`src/rtl/mem_stage_pkg.sv`:
```
// -----------------------------------------------------------------------------
// mem_stage_pkg
// Shared pipeline definitions used by the execute and memory stages:
//   - opcode-class encodings carried on Inst_Type
//   - memory-stage FSM state encoding
//   - default access timeout
//   - small opcode classification helpers
// -----------------------------------------------------------------------------
package mem_stage_pkg;

  // Opcode classes
  localparam logic [4:0] OP_IMM    = 5'b00100;
  localparam logic [4:0] OP_REG    = 5'b01100;
  localparam logic [4:0] OP_LOAD   = 5'b00000;
  localparam logic [4:0] OP_STORE  = 5'b01000;
  localparam logic [4:0] OP_BRANCH = 5'b11000;
  localparam logic [4:0] OP_MAC    = 5'b11111;

  // Cycles spent waiting for grant / read data before an access is aborted
  localparam int unsigned ACCESS_TIMEOUT_DEFAULT = 255;

  typedef enum logic [1:0] {
    ST_IDLE    = 2'd0,
    ST_REQ     = 2'd1,
    ST_WAIT_RD = 2'd2
  } mem_state_e;

  // Loads and stores go through the data-memory port
  function automatic logic is_mem_op(input logic [4:0] op);
    return (op == OP_LOAD) || (op == OP_STORE);
  endfunction

  // Only ALU-type results are written into the register file here
  function automatic logic writes_rd(input logic [4:0] op);
    return (op == OP_IMM) || (op == OP_REG);
  endfunction

endpackage

```
`src/rtl/mem_stage_if.sv`:
```
// -----------------------------------------------------------------------------
// mem_stage_if
// Data-memory request/response bus between the memory stage (master) and the
// data memory / interconnect (slave).
//   Dmem_Req_Out    master->slave  request valid, held until grant
//   Dmem_We_Out     master->slave  1 = store, 0 = load
//   Dmem_Addr_Out   master->slave  32-bit word-aligned address
//   Dmem_Wdata_Out  master->slave  32-bit store data
//   Dmem_Gnt_In     slave->master  request accepted this cycle
//   Dmem_Rvalid_In  slave->master  read data valid this cycle
//   Dmem_Rdata_In   slave->master  32-bit read data
// -----------------------------------------------------------------------------
interface mem_stage_if;

  logic        Dmem_Req_Out;
  logic        Dmem_We_Out;
  logic [31:0] Dmem_Addr_Out;
  logic [31:0] Dmem_Wdata_Out;
  logic        Dmem_Gnt_In;
  logic        Dmem_Rvalid_In;
  logic [31:0] Dmem_Rdata_In;

  modport master (
    output Dmem_Req_Out, Dmem_We_Out, Dmem_Addr_Out, Dmem_Wdata_Out,
    input  Dmem_Gnt_In, Dmem_Rvalid_In, Dmem_Rdata_In
  );

  modport slave (
    input  Dmem_Req_Out, Dmem_We_Out, Dmem_Addr_Out, Dmem_Wdata_Out,
    output Dmem_Gnt_In, Dmem_Rvalid_In, Dmem_Rdata_In
  );

endinterface

```
`src/rtl/mem_access_timer.sv`:
```
// -----------------------------------------------------------------------------
// mem_access_timer
// Saturating cycle counter that bounds how long a memory access may wait.
//   clk        clock
//   rst_n      asynchronous active-low reset (count cleared)
//   clear_i    restart counting from zero (wins over enable_i)
//   enable_i   count this cycle
//   expired_o  high during the LIMIT-th counted cycle; the count reaches
//              LIMIT at the edge that ends it
// -----------------------------------------------------------------------------
module mem_access_timer #(
  parameter int unsigned LIMIT = 255
) (
  input  logic clk,
  input  logic rst_n,
  input  logic clear_i,
  input  logic enable_i,
  output logic expired_o
);

  localparam int unsigned CW = (LIMIT < 1) ? 1 : $clog2(LIMIT + 1);

  logic [CW-1:0] count_q, count_d;

  always_comb begin
    count_d = count_q;
    if (clear_i) begin
      count_d = '0;
    end else if (enable_i && (count_q != CW'(LIMIT))) begin
      // Saturate at LIMIT so a long stall can never wrap back to a small count
      count_d = count_q + CW'(1);
    end
  end

  always_ff @(posedge clk or negedge rst_n) begin
    if (!rst_n) begin
      count_q <= '0;
    end else begin
      count_q <= count_d;
    end
  end

  // Count holds the number of cycles already completed in the waiting state,
  // so LIMIT-1 means the current cycle is the last one allowed.
  assign expired_o = (count_q >= CW'(LIMIT - 1));

endmodule

```
`src/rtl/mem_stage.sv`:
```
// -----------------------------------------------------------------------------
// mem_stage
// Pipeline memory stage. ALU-type results pass to writeback in one cycle;
// loads and stores are issued on the data-memory bus with a bounded wait.
//   clk, rst_n          clock, asynchronous active-low reset
//   Valid_In            execute-stage bundle valid
//   Inst_In             instruction (rd = [11:7])
//   Inst_Type_In        opcode class
//   Result_In           ALU result / effective address
//   Operand_B_In        store data
//   Ready_Out           stage can accept (IDLE only)
//   dmem                data-memory bus (master side)
//   Wb_Valid_Out        one-cycle writeback pulse
//   Wb_En_Out           register-file write enable (never for rd = 0)
//   Wb_Rd_Out           destination register
//   Wb_Data_Out         writeback data
//   Inst_Type_Out       opcode class of the written-back instruction
//   Mem_Err_Out         one-cycle pulse on misaligned or timed-out access
// -----------------------------------------------------------------------------
module mem_stage
  import mem_stage_pkg::*;
#(
  parameter int unsigned ACCESS_TIMEOUT = ACCESS_TIMEOUT_DEFAULT
) (
  input  logic               clk,
  input  logic               rst_n,
  input  logic               Valid_In,
  input  logic [31:0]        Inst_In,
  input  logic [4:0]         Inst_Type_In,
  input  logic [31:0]        Result_In,
  input  logic [31:0]        Operand_B_In,
  output logic               Ready_Out,
  mem_stage_if.master        dmem,
  output logic               Wb_Valid_Out,
  output logic               Wb_En_Out,
  output logic [4:0]         Wb_Rd_Out,
  output logic [31:0]        Wb_Data_Out,
  output logic [4:0]         Inst_Type_Out,
  output logic               Mem_Err_Out
);

  mem_state_e  state_q, state_d;

  // Latched access
  logic [31:0] addr_q, wdata_q;
  logic [4:0]  rd_q, type_q;
  logic        is_store_q;

  // Writeback bundle
  logic        wb_valid_q, wb_en_q, mem_err_q;
  logic [4:0]  wb_rd_q, inst_type_q;
  logic [31:0] wb_data_q;

  logic        timer_clear, timer_enable, timer_expired;

  logic [4:0]  rd_in;
  logic        misaligned;
  logic        start_access;
  logic        unused_inst_bits;

  assign rd_in            = Inst_In[11:7];
  assign unused_inst_bits = ^{Inst_In[31:12], Inst_In[6:0]};
  assign misaligned       = (Result_In[1:0] != 2'b00);
  assign start_access     = Valid_In && is_mem_op(Inst_Type_In) && !misaligned;

  // ---------------------------------------------------------------------------
  // FSM: state register
  // ---------------------------------------------------------------------------
  always_ff @(posedge clk or negedge rst_n) begin
    if (!rst_n) begin
      state_q <= ST_IDLE;
    end else begin
      state_q <= state_d;
    end
  end

  // ---------------------------------------------------------------------------
  // FSM: next state
  // ---------------------------------------------------------------------------
  always_comb begin
    state_d = state_q;
    unique case (state_q)
      ST_IDLE: begin
        if (start_access) state_d = ST_REQ;
      end
      ST_REQ: begin
        // A grant in the final allowed cycle still completes the access
        if (dmem.Dmem_Gnt_In)  state_d = is_store_q ? ST_IDLE : ST_WAIT_RD;
        else if (timer_expired) state_d = ST_IDLE;
      end
      ST_WAIT_RD: begin
        if (dmem.Dmem_Rvalid_In || timer_expired) state_d = ST_IDLE;
      end
      default: state_d = ST_IDLE;
    endcase
  end

  // ---------------------------------------------------------------------------
  // FSM: outputs
  // ---------------------------------------------------------------------------
  always_comb begin
    Ready_Out         = 1'b0;
    dmem.Dmem_Req_Out = 1'b0;
    dmem.Dmem_We_Out  = 1'b0;
    timer_enable      = 1'b0;
    unique case (state_q)
      ST_IDLE: Ready_Out = 1'b1;
      ST_REQ: begin
        dmem.Dmem_Req_Out = 1'b1;
        dmem.Dmem_We_Out  = is_store_q;
        timer_enable      = 1'b1;
      end
      ST_WAIT_RD: timer_enable = 1'b1;
      default: ;
    endcase
    // Restart the wait budget on every entry into a waiting state
    timer_clear = (state_d != state_q) && (state_d != ST_IDLE);
  end

  assign dmem.Dmem_Addr_Out  = addr_q;
  assign dmem.Dmem_Wdata_Out = wdata_q;

  mem_access_timer #(
    .LIMIT (ACCESS_TIMEOUT)
  ) u_timer (
    .clk       (clk),
    .rst_n     (rst_n),
    .clear_i   (timer_clear),
    .enable_i  (timer_enable),
    .expired_o (timer_expired)
  );

  // ---------------------------------------------------------------------------
  // Access latch and writeback bundle
  // ---------------------------------------------------------------------------
  always_ff @(posedge clk or negedge rst_n) begin
    if (!rst_n) begin
      addr_q      <= '0;
      wdata_q     <= '0;
      rd_q        <= '0;
      type_q      <= '0;
      is_store_q  <= 1'b0;
      wb_valid_q  <= 1'b0;
      wb_en_q     <= 1'b0;
      wb_rd_q     <= '0;
      wb_data_q   <= '0;
      inst_type_q <= '0;
      mem_err_q   <= 1'b0;
    end else begin
      // Valid and error are pulses; the rest of the bundle holds
      wb_valid_q <= 1'b0;
      mem_err_q  <= 1'b0;
      unique case (state_q)
        ST_IDLE: begin
          if (Valid_In) begin
            if (is_mem_op(Inst_Type_In)) begin
              if (misaligned) begin
                wb_valid_q  <= 1'b1;
                wb_en_q     <= 1'b0;
                mem_err_q   <= 1'b1;
                wb_rd_q     <= rd_in;
                inst_type_q <= Inst_Type_In;
              end else begin
                addr_q     <= Result_In;
                wdata_q    <= Operand_B_In;
                rd_q       <= rd_in;
                type_q     <= Inst_Type_In;
                is_store_q <= (Inst_Type_In == OP_STORE);
              end
            end else begin
              wb_valid_q  <= 1'b1;
              wb_en_q     <= writes_rd(Inst_Type_In) && (rd_in != 5'd0);
              wb_rd_q     <= rd_in;
              wb_data_q   <= Result_In;
              inst_type_q <= Inst_Type_In;
            end
          end
        end
        ST_REQ: begin
          if (dmem.Dmem_Gnt_In) begin
            if (is_store_q) begin
              wb_valid_q  <= 1'b1;
              wb_en_q     <= 1'b0;
              wb_rd_q     <= rd_q;
              inst_type_q <= type_q;
            end
          end else if (timer_expired) begin
            wb_valid_q  <= 1'b1;
            wb_en_q     <= 1'b0;
            mem_err_q   <= 1'b1;
            wb_rd_q     <= rd_q;
            inst_type_q <= type_q;
          end
        end
        ST_WAIT_RD: begin
          if (dmem.Dmem_Rvalid_In) begin
            wb_valid_q  <= 1'b1;
            wb_en_q     <= (rd_q != 5'd0);
            wb_rd_q     <= rd_q;
            wb_data_q   <= dmem.Dmem_Rdata_In;
            inst_type_q <= type_q;
          end else if (timer_expired) begin
            wb_valid_q  <= 1'b1;
            wb_en_q     <= 1'b0;
            mem_err_q   <= 1'b1;
            wb_rd_q     <= rd_q;
            inst_type_q <= type_q;
          end
        end
        default: ;
      endcase
    end
  end

  assign Wb_Valid_Out  = wb_valid_q;
  assign Wb_En_Out     = wb_en_q;
  assign Wb_Rd_Out     = wb_rd_q;
  assign Wb_Data_Out   = wb_data_q;
  assign Inst_Type_Out = inst_type_q;
  assign Mem_Err_Out   = mem_err_q;

endmodule

```
`src/flat_wrapper.sv`:
```
// flat-port wrapper written by rule: the top's interface ports become plain ports
module mem_stage_flat import mem_stage_pkg::*;
#(
  parameter int unsigned ACCESS_TIMEOUT = ACCESS_TIMEOUT_DEFAULT
)
  (clk, rst_n, Valid_In, Inst_In, Inst_Type_In, Result_In, Operand_B_In, Ready_Out, Wb_Valid_Out, Wb_En_Out, Wb_Rd_Out, Wb_Data_Out, Inst_Type_Out, Mem_Err_Out, dmem_Dmem_Req_Out, dmem_Dmem_We_Out, dmem_Dmem_Addr_Out, dmem_Dmem_Wdata_Out, dmem_Dmem_Gnt_In, dmem_Dmem_Rvalid_In, dmem_Dmem_Rdata_In);
  mem_stage_if dmem_i ();
  input  logic clk;
  input  logic rst_n;
  input  logic Valid_In;
  input  logic [31:0] Inst_In;
  input  logic [4:0] Inst_Type_In;
  input  logic [31:0] Result_In;
  input  logic [31:0] Operand_B_In;
  output logic Ready_Out;
  output logic Wb_Valid_Out;
  output logic Wb_En_Out;
  output logic [4:0] Wb_Rd_Out;
  output logic [31:0] Wb_Data_Out;
  output logic [4:0] Inst_Type_Out;
  output logic Mem_Err_Out;
  output wire logic [$bits(dmem_i.Dmem_Req_Out)-1:0] dmem_Dmem_Req_Out;
  output wire logic [$bits(dmem_i.Dmem_We_Out)-1:0] dmem_Dmem_We_Out;
  output wire logic [$bits(dmem_i.Dmem_Addr_Out)-1:0] dmem_Dmem_Addr_Out;
  output wire logic [$bits(dmem_i.Dmem_Wdata_Out)-1:0] dmem_Dmem_Wdata_Out;
  input wire logic [$bits(dmem_i.Dmem_Gnt_In)-1:0] dmem_Dmem_Gnt_In;
  input wire logic [$bits(dmem_i.Dmem_Rvalid_In)-1:0] dmem_Dmem_Rvalid_In;
  input wire logic [$bits(dmem_i.Dmem_Rdata_In)-1:0] dmem_Dmem_Rdata_In;
  assign dmem_Dmem_Req_Out = dmem_i.Dmem_Req_Out;
  assign dmem_Dmem_We_Out = dmem_i.Dmem_We_Out;
  assign dmem_Dmem_Addr_Out = dmem_i.Dmem_Addr_Out;
  assign dmem_Dmem_Wdata_Out = dmem_i.Dmem_Wdata_Out;
  assign dmem_i.Dmem_Gnt_In = dmem_Dmem_Gnt_In;
  assign dmem_i.Dmem_Rvalid_In = dmem_Dmem_Rvalid_In;
  assign dmem_i.Dmem_Rdata_In = dmem_Dmem_Rdata_In;
  mem_stage #(.ACCESS_TIMEOUT(ACCESS_TIMEOUT)) u_core (.clk(clk), .rst_n(rst_n), .Valid_In(Valid_In), .Inst_In(Inst_In), .Inst_Type_In(Inst_Type_In), .Result_In(Result_In), .Operand_B_In(Operand_B_In), .Ready_Out(Ready_Out), .dmem(dmem_i), .Wb_Valid_Out(Wb_Valid_Out), .Wb_En_Out(Wb_En_Out), .Wb_Rd_Out(Wb_Rd_Out), .Wb_Data_Out(Wb_Data_Out), .Inst_Type_Out(Inst_Type_Out), .Mem_Err_Out(Mem_Err_Out));
endmodule
```
`config.mk`:
```
export PLATFORM = sky130hd
export DESIGN_NAME = mem_stage_flat
export DESIGN_NICKNAME = d
export VERILOG_FILES = /design/src/rtl/mem_stage_pkg.sv /design/src/rtl/mem_stage_if.sv /design/src/rtl/mem_access_timer.sv /design/src/rtl/mem_stage.sv /design/src/flat_wrapper.sv
export SDC_FILE = /design/constraint.sdc
export NUM_CORES = 1
export LEC_CHECK = 0
export BUFFER_PORTS_ARGS = -buffer_cell sky130_fd_sc_hd__buf_2
export CAP_MARGIN = 20
export CORE_MARGIN = 10
export CORE_UTILIZATION = 40
export DETAILED_ROUTE_END_ITERATION = 6
export GPL_ROUTABILITY_DRIVEN = 0
export MAX_ROUTING_LAYER = met4
export PLACE_DENSITY = 0.69
export SLEW_MARGIN = 20
export SYNTH_ARGS = -nofsm -noshare
export SYNTH_HDL_FRONTEND = slang
export SYNTH_HIERARCHICAL = 1
export SYNTH_SLANG_ARGS = --single-unit
```
`constraint.sdc`:
```
create_clock -name clk -period 6.2 [get_ports clk]
set_input_delay 1.24 -clock clk [delete_from_list [all_inputs] [get_ports clk]]
set_output_delay 1.24 -clock clk [all_outputs]
set_load 0.01 [all_outputs]
```
## Word level (Yosys, flattened, before mapping)

Cells that the tools add are included.

- Bitwise logic cells: 1
- Equal/unequal tests: 12
- Reduce and logical (&&, ||, !) cells: 22
- $add $sub $neg: 1
- Order comparisons: 1
- Muxes and demuxes: 53

Operators with widths:

| kind | number |
|---|---|
| two-way mux 32 bit | 3 |
| two-way mux 5 bit | 14 |
| one-hot mux 32 bit (2 select lines) | 1 |
| one-hot mux 5 bit (3 select lines) | 2 |
| two-way mux 1 bit | 22 |
| two-way mux 8 bit | 2 |
| AND reduction 4 bit | 3 |
| equality test 5 x 4 -> 1 bit, second input constant | 2 |
| two-way mux 2 bit | 5 |
| nonzero test 5 bit | 2 |
| one-hot mux 1 bit (3 select lines) | 3 |
| adder 8 x 1 -> 8 bit, second input constant | 1 |
| >= comparator 8 bit, second input constant | 1 |
| inequality test 8 bit, second input constant | 1 |
| nonzero test 2 bit | 4 |
| inequality test 2 bit, second input constant | 3 |
| inequality test 3 x 2 -> 1 bit, second input constant | 2 |
| one-hot mux 2 bit (3 select lines) | 1 |
| equality test 5 x 3 -> 1 bit, second input constant | 1 |
| logical AND 1 bit | 5 |
| zero test 5 bit | 1 |
| logical OR 1 bit | 3 |
| nonzero test 3 bit | 1 |
| equality test 2 x 1 -> 1 bit, second input constant | 1 |
| other kinds (6) | 6 |

- Input port bits: 138
- Word-level logic and storage cells: 103
- Bits in registers: 130

## Longest topological paths before layout

- Word-level depth: 9
- Mapped depth: 11
- Depth with buffers taken out: 9

## By module

The synthesis kept the hierarchy.

By module, submodules not included:

| module | area an instance (um^2) | instances | cells an instance | sequential area each (um^2) |
|---|---|---|---|---|
| mem_stage | 5215.0 | 1 | 535 | 3052.9 |
| mem_access_timer | 493.0 | 1 | 52 | 200.2 |

## Least setup slack after synthesis

OpenSTA, ideal clock, no wires.

- Path type: input to register
- From: in Inst_Type_In[1]
- To: reg u_core.u_timer.count_q[0]
- Slack: 3.272 ns
- Library setup time: 0.125 ns
- Data arrival time: 2.803 ns
- Required time: 6.075 ns
- Cell stages on the path: 8
- Path through: nor4_4 -> nand4_1 -> buf_2 -> o22ai_1 -> o2bb2ai_2 -> buf_1 -> nor2_1 -> mux2_4

- Word-level cells in the longest chain between the ends: 9
- Elaborated cells between the ends (all ways): 12

Ends and longest elaborated chain:

| what | line | RTL |
|---|---|---|
| start: declaration | flat_wrapper.sv:12 | `input logic [4:0] Inst_Type_In;` |
| equality test 5 x 4 -> 1 bit / zero test 5 bit (equally long branches) | mem_stage_pkg.sv:30 | `return (op == OP_LOAD) \|\| (op == OP_STORE);` |
| logical OR 1 bit * | mem_stage_pkg.sv:30 |  |
| logical AND 1 bit * (2 in a row) | mem_stage.sv:64 | `assign start_access = Valid_In && is_mem_op(Inst_Type_In) && !misaligned;` |
| two-way mux 2 bit * | mem_stage.sv:84 | `if (start_access) state_d = ST_REQ;` |
| one-hot mux 2 bit (3 select lines) * | mem_stage.sv:82 | `unique case (state_q)` |
| inequality test 2 bit / nonzero test 2 bit (equally long branches) | mem_stage.sv:117 | `timer_clear = (state_d != state_q) && (state_d != ST_IDLE);` |
| logical AND 1 bit * | mem_stage.sv:117 |  |
| net u_core.timer_clear | mem_stage.sv:54 | `logic timer_clear, timer_enable, timer_expired;` |
| two-way mux 8 bit / nonzero test 2 bit (equally long branches) | - |  |
| end signal: assignment | mem_access_timer.sv:39 | `count_q <= count_d;` |
| end: declaration | mem_access_timer.sv:23 | `logic [CW-1:0] count_q, count_d;` |

Mark *: on every way through the listed nets, which the timed path passes. The rest lies on a longest branch.
A chain may end at the register's enable or synchronous reset.

## Worst setup path in the final report

Same ends and word-level chain as after synthesis.

==> summary.md <==
| Metric | Value |
|---|---|
| Status | complete, no violations |
| Final worst-path cycle share | 0.530 |
| Clock Sinks | 130 |
| Critical path endpoint | u_core/u_timer/count_q[0]$_DFFE_PN0P_ |
| Post-Synthesis Cell Area | roughly 5700 um2 |
| Post-CTS Hold Fix Bufs | 0 |
| Synth Area in Compound Gates | 0.103 |
| Worst R2R Setup Slack | between 3000 and 4000 ps |
| Fin crit period | between 3000 and 4000 ps |
| RSZ-0062 raised after global routing | false |
| Ant diodes | 0 |
| Max Buffers Root-to-Sink | 2 |
| Rel. slew slack | 0.438 |
| Net count, final | between 900 and 1,000 |
| M1 GR Usage | 0.197 |
| Critical path data required time | approximately 6500 ps |
| Grt met3 use | 0.0568 |
| Combinational share of power | 0.298 |
| Hold Violations, Final | 0 |
| Crit-path cells | buf_2, nor4_4, and4_2, buf_4, a22oi_1, o2bb2ai_2, nor2_1, mux2_4 |
| Reg-to-reg endpoint | u_core/u_timer/count_q[0]$_DFFE_PN0P_ |
| Via density per instance | between 4 and 5 |
| Gr ovfl total | 0 |
| CTS root buf | clkbuf_16 |
| Critical Path Start | Inst_Type_In[1] |
| FP Rows | 43 |
| Internal power | between 2 and 2.5 mW |
| Leak | between 4 and 5 nW |
| Maximum clock frequency | ~300 MHz |
| Initial DRC count | 261 |
| Synth Flop Type | dfrtp_1 |
| Total Wirelength | 16,300 um |
| Async S/R FF share, synth | 1.00 |
| Max stage delay on crit path | 610 ps |
| Synthesis warning total | 6 |
| Worst Max-Slew Pin Slew | approximately 840 ps |
| Met2 Use GR | 0.271 |
| Antenna violations before repair | 0 |
| DP Cell Count | around 960 |
| Number of synthesized register bits | 130 |
| DP Wirelength | approximately 12,000 um |
| Synth cell types | 45 |
| Reg clk slew, reported paths | approximately 50 ps |
| Pre-antenna DRT Iters | 4 |
| CP max FO | 70 |
| EDFF count, synth | 0 |
| PortBufs | about 220 |
| Die width | ~140 um |
| Gr usage total | 0.168 |
| Setup-failing EPs final | 0 |
| Worst skew pair latency | 410 ps |
| Clk network pwr share | 0.317 |
| CP max-delay cell | buf_4 |
| Die Area | just under 20,000 um2 |
| Reg power frac | 0.384 |
| Synth top area share | 0.570 |
| Dominant cells by area after synthesis | dfrtp_1 (57%), nand2_1 (14%), mux2i_1 (5.8%), a21oi_1 (3.4%), a22o_1 (3.1%) |
| WP data arrival | around 3600 ps |
| Commonest cells after routing, fill and taps aside | buf_2 (221), nand2_1 (215), dfrtp_1 (130) |
| Post-synthesis mux area share | 0.0625 |
| Gr busiest metal | met2 |
| FF-to-FF Start | u_core/state_q[0]$_DFF_PN0_ |
| Post-synthesis adder-cell area fraction | 0.0132 |
| CP Buf/Inv Count | 2 |
| Critical Path Stages | 8 |
| Final number of max-transition violations | 0 |
| Commonest non-fill, non-tap cell in the layout | buf_2 |
| CP Capture Type | flop |
| Simple-gate share of the synthesized area | 0.210 |
| Sw frac | 0.337 |
| Top cell family by delay on the critical path | buffers and inverters |
| CTS Buf Count | 17 |
| Layout cell share with drive strength beyond 1 | 0.329 |
| Setup TNS | 0 ps |
| Starting Density | 0.410 |
| Synth Area in XOR/XNOR | 0 |
| # DRC | 0 |
| Synth area leader | dfrtp_1 |
| # Post-CTS Setup Buffers | 0 |
| Clock skew | about 6.2 ps |
| Syn Area/Cell | between 9 and 10 um2 |
| Peak VDD IR | between 0.2 and 0.25 mV |
| WHS | ~470 ps |
| Vias in the first global route | about 4,900 |
| TritonCTS clock tree | built |
| Number of gates resized after CTS | 0 |
| Reg2reg path depth | 8 |
| Switch Pwr | between 1 and 1.5 mW |
| First-pass GRT wire length | 25,900 um |
| Final non-filler cell total | about 1,000 |
| IO Pins | 250 |
| Hold Path Class | reg -> reg |
| Pin count of the biggest net entering global routing | between 80 and 90 |
| Placeable Area | 13,900 um2 |
| Vias | around 4,800 |
| Maxcap violations | 0 |
| Largest family of logic cells by synthesized area | simple AND/OR/NAND/NOR gates |
| Synth Instances | 587 |
| Sequential-to-total area share from yosys stat | 0.570 |
| Layout area overhead | 31.5% |
| H-tree depth | 4 |
| Power Density | 436 nW/um2 |
| Die H | between 100 and 150 um |
| Drt wl/cell | around 16 um |
| WS Path Type | in -> reg |
| Antenna viol nets, final | 0 |
| Crit path launch type | input port |
| Synth Net Count | about 730 |
==> final cells by class <==
class                      count  area (um2)
fill                        1299        6430
sequential                   130        3250
multi-input combinational    419        2230
timing repair buffer         227        1150
clock buffer                  20         467
tap                          180         225
clock inverter                12         154
inverter                       6        22.5
==> flip-flops by register name (all words and copies together) (netlist names) <==
register / flops
u_core/Wb_Valid_Out: 1
u_core/rd_q: 5
u_core/Wb_Rd_Out: 5
u_core/Inst_Type_Out: 5
u_core/u_timer/count_q: 8
u_core/Wb_En_Out: 1
u_core/dmem.Dmem_Wdata_Out: 32
u_core/state_q: 2
u_core/Wb_Data_Out: 32
u_core/dmem.Dmem_Addr_Out: 32
u_core/is_store_q: 1
u_core/Mem_Err_Out: 1
u_core/type_q: 5
==> power groups by stage <==
stage | Combinational, mW | Sequential (mW) | Clock, mW
after floorplan | 0.487 | 1.36 | 0
after global placement | 0.973 | 1.26 | 0
after detailed placement | 0.994 | 1.26 | 0
after CTS | 0.994 | 1.26 | 1.06
after global routing | 1.09 | 1.29 | 1.10
final | 0.975 | 1.26 | 1.04
==> worst min-delay path by stage <==
stage,start,to,slack [ps],cells after the start
after floorplan,u_core/type_q[3]$_DFFE_PN0P_,u_core/type_q[3]$_DFFE_PN0P_,450,2
after global routing,u_core/dmem.Dmem_Addr_Out[24]$_DFFE_PN0P_,u_core/dmem.Dmem_Addr_Out[24]$_DFFE_PN0P_,490,2
after CTS,u_core/dmem.Dmem_Addr_Out[11]$_DFFE_PN0P_,u_core/dmem.Dmem_Addr_Out[11]$_DFFE_PN0P_,470,2
after global placement,u_core/dmem.Dmem_Wdata_Out[6]$_DFFE_PN0P_,u_core/dmem.Dmem_Wdata_Out[6]$_DFFE_PN0P_,450,2
after detailed placement,u_core/dmem.Dmem_Wdata_Out[3]$_DFFE_PN0P_,u_core/dmem.Dmem_Wdata_Out[3]$_DFFE_PN0P_,460,2
final,u_core/dmem.Dmem_Addr_Out[11]$_DFFE_PN0P_,u_core/dmem.Dmem_Addr_Out[11]$_DFFE_PN0P_,470,2
==> layer usage <==
| layer | wire (um) | share of wire |
|---|---|---|
| met2 | 7870 | 0.48 |
| met3 | 1080 | 0.066 |
| met4 | 172 | 0.011 |
| met1 | 7180 | 0.44 |
| met5 | 0 | 0 |
==> logic make-up (layout without fill, tap and decap cells) <==
family / count (synthesis) / after routing
mux: 35 / 35
simple gates: 291 / 291
flops: 130 / 130
compound gates: 87 / 87
buf+inv: 38 / 265
fa+ha+maj: 6 / 6
==> per-stage QoR <==
stage                     worst slack [ps]  power, mW  instance area (um2)  utilization
final                                 2910       3.27                 7500        0.538
after global routing                  2710       3.48                 7500        0.538
after CTS                             2920       3.31                 7500        0.538
after detailed placement              2480       2.26                 6880        0.494
after global placement                2500       2.23                 6880        0.494
after floorplan                       3270       1.84                 5710            -
==> cells in the mapped netlist, types with 3 or more instances <==
cell type / n
nand2_1: 215
dfrtp_1: 130
nor2_1: 41
a21oi_1: 39
mux2i_1: 33
a22o_1: 20
buf_2: 11
buf_4: 8
nor3_1: 8
and2_1: 7
buf_6: 7
ha_1: 6
clkbuf_1: 5
inv_1: 5
nand3_1: 5
a211oi_1: 4
o21ai_0: 4
a31oi_1: 3
==> worst register-to-register path, stage by stage (launching register included) <==
cell and delay, ps:
dfrtp_1 410, inv_1 140, ha_1 410, and4_2 290
buf_4 610, a22oi_1 170, o2bb2ai_2 390, nor2_1 100
mux2_4 270
No activity file was read; power rests on OpenSTA's default activity.
